$ cat config.mk
export PLATFORM = sky130hd
export DESIGN_NAME = persp_div_seq
export DESIGN_NICKNAME = d
export VERILOG_FILES = /design/src/rtl/persp_div_seq_pkg.sv /design/src/rtl/persp_div_lane.sv /design/src/rtl/persp_div_seq.sv
export SDC_FILE = /design/constraint.sdc
export NUM_CORES = 1
export LEC_CHECK = 0
export BUFFER_PORTS_ARGS = -buffer_cell sky130_fd_sc_hd__buf_2
export CORE_MARGIN = 3
export CORE_UTILIZATION = 43
export DETAILED_ROUTE_END_ITERATION = 7
export SKIP_CTS_REPAIR_TIMING = 1
export SLEW_MARGIN = 10
export SYNTH_ARGS = -nofsm -noshare
export SYNTH_HDL_FRONTEND = slang
export SYNTH_HIERARCHICAL = 1
export SYNTH_SLANG_ARGS = --single-unit
$ cat constraint.sdc
create_clock -name clk -period 3.3 [get_ports clk]
set_input_delay 0.33 -clock clk [delete_from_list [all_inputs] [get_ports clk]]
set_output_delay 0.33 -clock clk [all_outputs]
set_load 0.05 [all_outputs]
$ cat src/rtl/persp_div_seq_pkg.sv
// persp_pkg: shared widths, FSM encoding and saturation constant for the perspective divider
package persp_pkg;
  function automatic int W(input int ib, input int fb);
    return ib + fb + 1;
  endfunction
  function automatic int ITER(input int ib, input int fb);
    return ib + 2 * fb;
  endfunction
  function automatic logic [63:0] sat_max(input int w);
    return (64'd1 << (w - 1)) - 64'd1;
  endfunction
  typedef enum logic [1:0] {IDLE = 2'd0, RUN = 2'd1, DONE = 2'd2} state_e;
endpackage

$ cat src/rtl/persp_div_lane.sv
// persp_div_lane: one restoring-division lane with sign restore and saturation
module persp_div_lane
  import persp_pkg::*;
#(
  parameter int INT_BITS  = 8,
  parameter int FRAC_BITS = 8,
  localparam int WD = W(INT_BITS, FRAC_BITS)
) (
  input  logic          clk,
  input  logic          rst,
  input  logic          load_i,
  input  logic          step_i,
  input  logic          fin_i,
  input  logic [WD-1:0] num_i,
  input  logic          z_sign_i,
  input  logic [WD-1:0] zmag_i,
  output logic [WD-1:0] q_o,
  output logic          ovf_o
);
  localparam int IT = ITER(INT_BITS, FRAC_BITS);
  localparam logic [WD-1:0] SATM = WD'(sat_max(WD));
  logic [WD-1:0] rem_q, rem_d, q_q, q_d, mag, qmag;
  logic [IT-1:0] dq_q, dq_d;
  logic [WD:0] rem_sh, rem_sub;
  logic neg_q, neg_d, nz_q, nz_d, big_q, big_d, ovf_q, ovf_d, ge, sat;
  // |num| needs all WD bits so the most negative operand stays exact; its top bit seeds the remainder
  assign mag = num_i[WD-1] ? -num_i : num_i;
  assign rem_sh = {rem_q, dq_q[IT-1]};
  assign ge = rem_sh >= {1'b0, zmag_i};
  assign rem_sub = rem_sh - {1'b0, zmag_i};
  // quotient bits above the result range, or the seeded top bit over a unit divisor, mean saturation
  assign sat = nz_q && ((|dq_q[IT-1:WD-1]) || (big_q && zmag_i == WD'(1)));
  assign qmag = sat ? SATM : {1'b0, dq_q[WD-2:0]};
  assign q_o = q_q;
  assign ovf_o = ovf_q;
  // load operands, shift one quotient bit per step, format the result on finish
  always_comb begin
    rem_d = load_i ? {{(WD-1){1'b0}}, mag[WD-1]} : step_i ? WD'(ge ? rem_sub : rem_sh) : rem_q;
    dq_d = load_i ? {mag[WD-2:0], {FRAC_BITS{1'b0}}} : step_i ? {dq_q[IT-2:0], ge} : dq_q;
    neg_d = load_i ? num_i[WD-1] ^ z_sign_i : neg_q;
    nz_d = load_i ? |num_i : nz_q;
    big_d = load_i ? mag[WD-1] : big_q;
    q_d = fin_i ? (!nz_q ? '0 : neg_q ? -qmag : qmag) : q_q;
    ovf_d = fin_i ? sat : ovf_q;
  end
  // lane state registers
  always_ff @(posedge clk or posedge rst) begin
    if (rst) begin
      rem_q <= '0;
      dq_q  <= '0;
      neg_q <= 1'b0;
      nz_q  <= 1'b0;
      big_q <= 1'b0;
      q_q   <= '0;
      ovf_q <= 1'b0;
    end else begin
      rem_q <= rem_d;
      dq_q  <= dq_d;
      neg_q <= neg_d;
      nz_q  <= nz_d;
      big_q <= big_d;
      q_q   <= q_d;
      ovf_q <= ovf_d;
    end
  end
endmodule

$ cat src/rtl/persp_div_seq.sv
// persp_div_seq: sequential multi-channel signed fixed-point divide by a shared z
module persp_div_seq
  import persp_pkg::*;
#(
  parameter int INT_BITS  = 8,
  parameter int FRAC_BITS = 8,
  parameter int CHANNELS  = 2,
  localparam int WD = W(INT_BITS, FRAC_BITS)
) (
  input  logic                   clk,
  input  logic                   rst,
  input  logic                   in_valid,
  output logic                   in_ready,
  input  logic [CHANNELS*WD-1:0] in_num,
  input  logic [WD-1:0]          in_z,
  output logic                   out_valid,
  input  logic                   out_ready,
  output logic [CHANNELS*WD-1:0] out_q,
  output logic [CHANNELS-1:0]    out_ovf,
  output logic                   out_div_zero
);
  localparam int IT = ITER(INT_BITS, FRAC_BITS);
  localparam int CW = $clog2(IT + 1);
  state_e state_q, state_d;
  logic [CW-1:0] cnt_q, cnt_d;
  logic [WD-1:0] zmag_q, zmag_d;
  logic dz_q, dz_d, load, step, fin;
  assign in_ready = state_q == IDLE;
  assign out_valid = state_q == DONE;
  assign out_div_zero = dz_q;
  assign load = in_valid && in_ready;
  // RUN spends IT cycles producing quotient bits and one more formatting the registered result
  assign step = state_q == RUN && cnt_q != '0;
  assign fin = state_q == RUN && cnt_q == '0;
  // next state, iteration count, divisor magnitude and zero flag
  always_comb begin
    state_d = load ? RUN : fin ? DONE : (out_valid && out_ready) ? IDLE : state_q;
    cnt_d = load ? CW'(IT) : step ? cnt_q - CW'(1) : cnt_q;
    zmag_d = load ? (in_z[WD-1] ? -in_z : in_z) : zmag_q;
    dz_d = fin ? zmag_q == '0 : dz_q;
  end
  // control registers
  always_ff @(posedge clk or posedge rst) begin
    if (rst) begin
      state_q <= IDLE;
      cnt_q   <= '0;
      zmag_q  <= '0;
      dz_q    <= 1'b0;
    end else begin
      state_q <= state_d;
      cnt_q   <= cnt_d;
      zmag_q  <= zmag_d;
      dz_q    <= dz_d;
    end
  end
  for (genvar c = 0; c < CHANNELS; c++) begin : g_lane
    persp_div_lane #(.INT_BITS(INT_BITS), .FRAC_BITS(FRAC_BITS)) u_lane (
      .clk      (clk),
      .rst      (rst),
      .load_i   (load),
      .step_i   (step),
      .fin_i    (fin),
      .num_i    (in_num[c*WD +: WD]),
      .z_sign_i (in_z[WD-1]),
      .zmag_i   (zmag_q),
      .q_o      (out_q[c*WD +: WD]),
      .ovf_o    (out_ovf[c])
    );
  end
endmodule

==> impl_metrics.ini <==
[finish]
fin_nets = 1421
stdcell_area_mm2 = 0.0122
final_cells = 1655
antenna_cells = 0
area_delta_synth_final_pct = 16.2
drive_gt1_frac = 0.170
fillers = 2309
area.sequential_mm2 = 0.00373
multi_input_area_mm2 = 0.00616

[placement]
gp_congestion = 0.876
dp_hpwl_mm = 20.5
dp.cells = 1619
dp_slack_ps = -286
port_buffers = 93
dpl_cell_area_mm2 = 0.0114

[sta]
worstMarginPinSlew_ps = 959
hold_viol = 0
max_clock_freq_ghz = 0.284
grt_setup_unrepaired = yes
period_share = 1.07
fin_crit_ps = 3520
finalClockSkew_ps = 8.41
report.final.slew_viol_count = 0
relSlewSlack = 0.360
postLayoutSetupSlackWorst_ps = -222
final-setup-viol-count = 5

[route]
drc_errors = 0
via_per_inst = 5.70
routed-wl-met3_mm = 1.09
vias = 9431
wl_met1_mm = 13.6
top_layer = met4
routed_wl_mm = 28.4
antenna_left = 0
first_pass_iters = 5
drt_iter0_markers = 607
wire_per_inst_um = 17.1
met2_length_mm = 13.3

[die]
die_h_um = 162
coreArea_mm2 = 0.0237
die_area_mm2 = 0.0263
die_w_um = 162
start_util = 0.442
rows = 56
io-pin-count = 94

[clock_network]
cts.sinks = 149
h-tree-depth = 4
cts_inserted_buffers = 17
clk_pin_slew_ps = 60
tritoncts = done
clk_latency_ps = 430
ctsRootBufferMaster = clkbuf_16
clockBufferDepth = 2

[synthesis]
synth_area_leader_cell = dfrtp_1
synth_area_leaders = dfrtp_1 (36%), ha_1 (4.8%), o21ai_0 (4.6%)
ys_types = 86
ys_seq_elements = 149
synthCells = 1221
netlist_area_mm2 = 0.0105
syn_nets = 1318
ys_seq_area_frac = 0.356
yosysWarningCount = 6
synth_top_area_share = 0.356
async_flop_share = 1.00
syn_avg_cell_area_um2 = 8.58
synth_flop_cell = dfrtp_1
synth_enable_flop_cells = 0

[critical_path]
cp_max_fo = 4
path_class = register to register
reg2reg_slack_ps = -220
r2r-end = g_lane[1].u_lane/q_o[10]
endpoint_kind = register
startpoint_type = register
required_ps = 3620
rr_worst_depth = 13
worstPathArrival_ps = 3850
crit-reg2reg-launch = g_lane[1].u_lane/dq_q[23]

[power]
cellPowerDensity_mw_per_mm2 = 324
ir_drop_v = 0.000325
totalPowerFinal_mw = 3.94
leakagePower_nw = 4.82

[global_route]
antenna_found_initial = 0
grt_max_degree = 133
grt_pass1_wl_mm = 46.6
grtUsageTotal = 0.217
grt_overflow_total = 0
grt_pass1_vias = 8903

[outcome]
violations = setup timing
status = finished with violations

[min_path]
min_path_type = input pin to asynchronous set/reset pin

[job]
cap_violations = 0
-- sequential cells by signal, indices dropped and copies added (netlist names) --
| register | flops |
|---|---|
| g_lane.u_lane/neg_q | 2 |
| g_lane.u_lane/rem_q | 34 |
| g_lane.u_lane/dq_q | 48 |
| cnt_q | 5 |
| zmag_q | 17 |
| g_lane.u_lane/ovf_o | 2 |
| g_lane.u_lane/big_q | 2 |
| out_div_zero | 1 |
| g_lane.u_lane/q_o | 34 |
| state_q | 2 |
| g_lane.u_lane/nz_q | 2 |
-- cells by family after synthesis --
| group | Yosys count | share of synthesized area |
|---|---|---|
| muxes | 48 | 0.0461 |
| buffers and inverters | 168 | 0.0671 |
| AOI/OAI and AO/OA | 363 | 0.234 |
| adders and majority gates | 42 | 0.0516 |
| and+or+nand+nor | 382 | 0.188 |
| DFF | 149 | 0.356 |
| xor gates and xnor gates | 69 | 0.0577 |
-- critical path, cell delays in order, from the launching register on --
cell and delay (ps):
dfrtp_1 380, or4_4 540, nor2_4 150, o41ai_4 100
and2_4 200, nor2_4 120, ha_4 140, or3b_4 370
or3_4 340, or4_4 440, buf_6 130, o211ai_1 160
o31ai_1 90, o32ai_1 280
-- synth_stat cells (9+ instances only) --
master and count:
nand2_1 89, ha_1 40, nand3_1 17, or4_1 19, o41ai_1 13, nor3_1 28
nand2b_1 11, nor2_1 103, xor2_1 25, nand4_1 13, dfrtp_1 149, nor4_1 17
o22ai_1 27, a31oi_1 9, a211oi_1 31, clkbuf_1 42, o21ai_0 96, buf_1 11
a221oi_1 9, a21o_1 9, a21oi_1 51, o211ai_1 13, inv_1 97, mux2i_1 46
xnor2_1 44, o31ai_1 23, or3_1 13, nor2b_1 17, nor3b_1 15
-- layout by cell type, fill, tap and decap left out, drive strengths merged, types with 7 or more instances in the layout --
cell and instances:
a311oi 10, inv 98, clkbuf 19, nor2 103
dfrtp 149, or4 22, nand3 17, nor3 30
o41ai 14, nand4 13, ha 40, nor3b 15
nor2b 17, nand2 89, xor2 25, o211ai 13
o311ai 7, xnor2 44, and3 8, o21ai 100
or3 16, buf 155, a31oi 9, a221oi 9
o31ai 23, o21a 8, mux2i 46, a21oi 52
nor4 17, o22ai 27, nand2b 11, a211oi 31
a211o 7, a21o 9
-- metal layers --
layer,up-vias,global-route usage
li1,4708,-
met1,4523,0.309
met4,0,0.0543
met2,175,0.348
met3,25,0.0334
met5,-,0
-- cell type report --
cell class,instances,area share
multi-input combinational,904,0.506
sequential,149,0.306
timing repair buffer,155,0.0778
clock buffer,19,0.0364
tap,319,0.0328
inverter,97,0.0301
clock inverter,12,0.0108
-- how the worst max path moves through the flow --
stage	from	endpoint	cells past startpoint
finish	g_lane[1].u_lane/dq_q[23]	g_lane[1].u_lane/q_o[10]	13
global placement	g_lane[1].u_lane/dq_q[17]	g_lane[1].u_lane/q_o[16]	12
floorplan	g_lane[1].u_lane/dq_q[17]	g_lane[1].u_lane/q_o[16]	13
CTS	g_lane[1].u_lane/dq_q[17]	g_lane[1].u_lane/q_o[12]	14
detailed placement	g_lane[1].u_lane/dq_q[17]	g_lane[1].u_lane/q_o[12]	14
global route	g_lane[1].u_lane/dq_q[23]	g_lane[1].u_lane/q_o[10]	13
-- through the flow --
stage	hold WS, ps	util	TNS, ps
6_report	85.1	0.514	-803
5_1_grt	129	0.514	-1570
4_1_cts	92.2	0.508	-1190
3_5_place_dp	471	0.483	-1110
3_3_place_gp	458	0.483	-685
2_1_floorplan	357	-	-385
-- report_power, final --
group          internal [mW]  switching, mW  leakage [nW]
sequential              1.83              0          1.73
clock                   1.13          0.788         0.271
combinational         0.0718          0.125          2.82
Power figures use the tool's default switching activity.
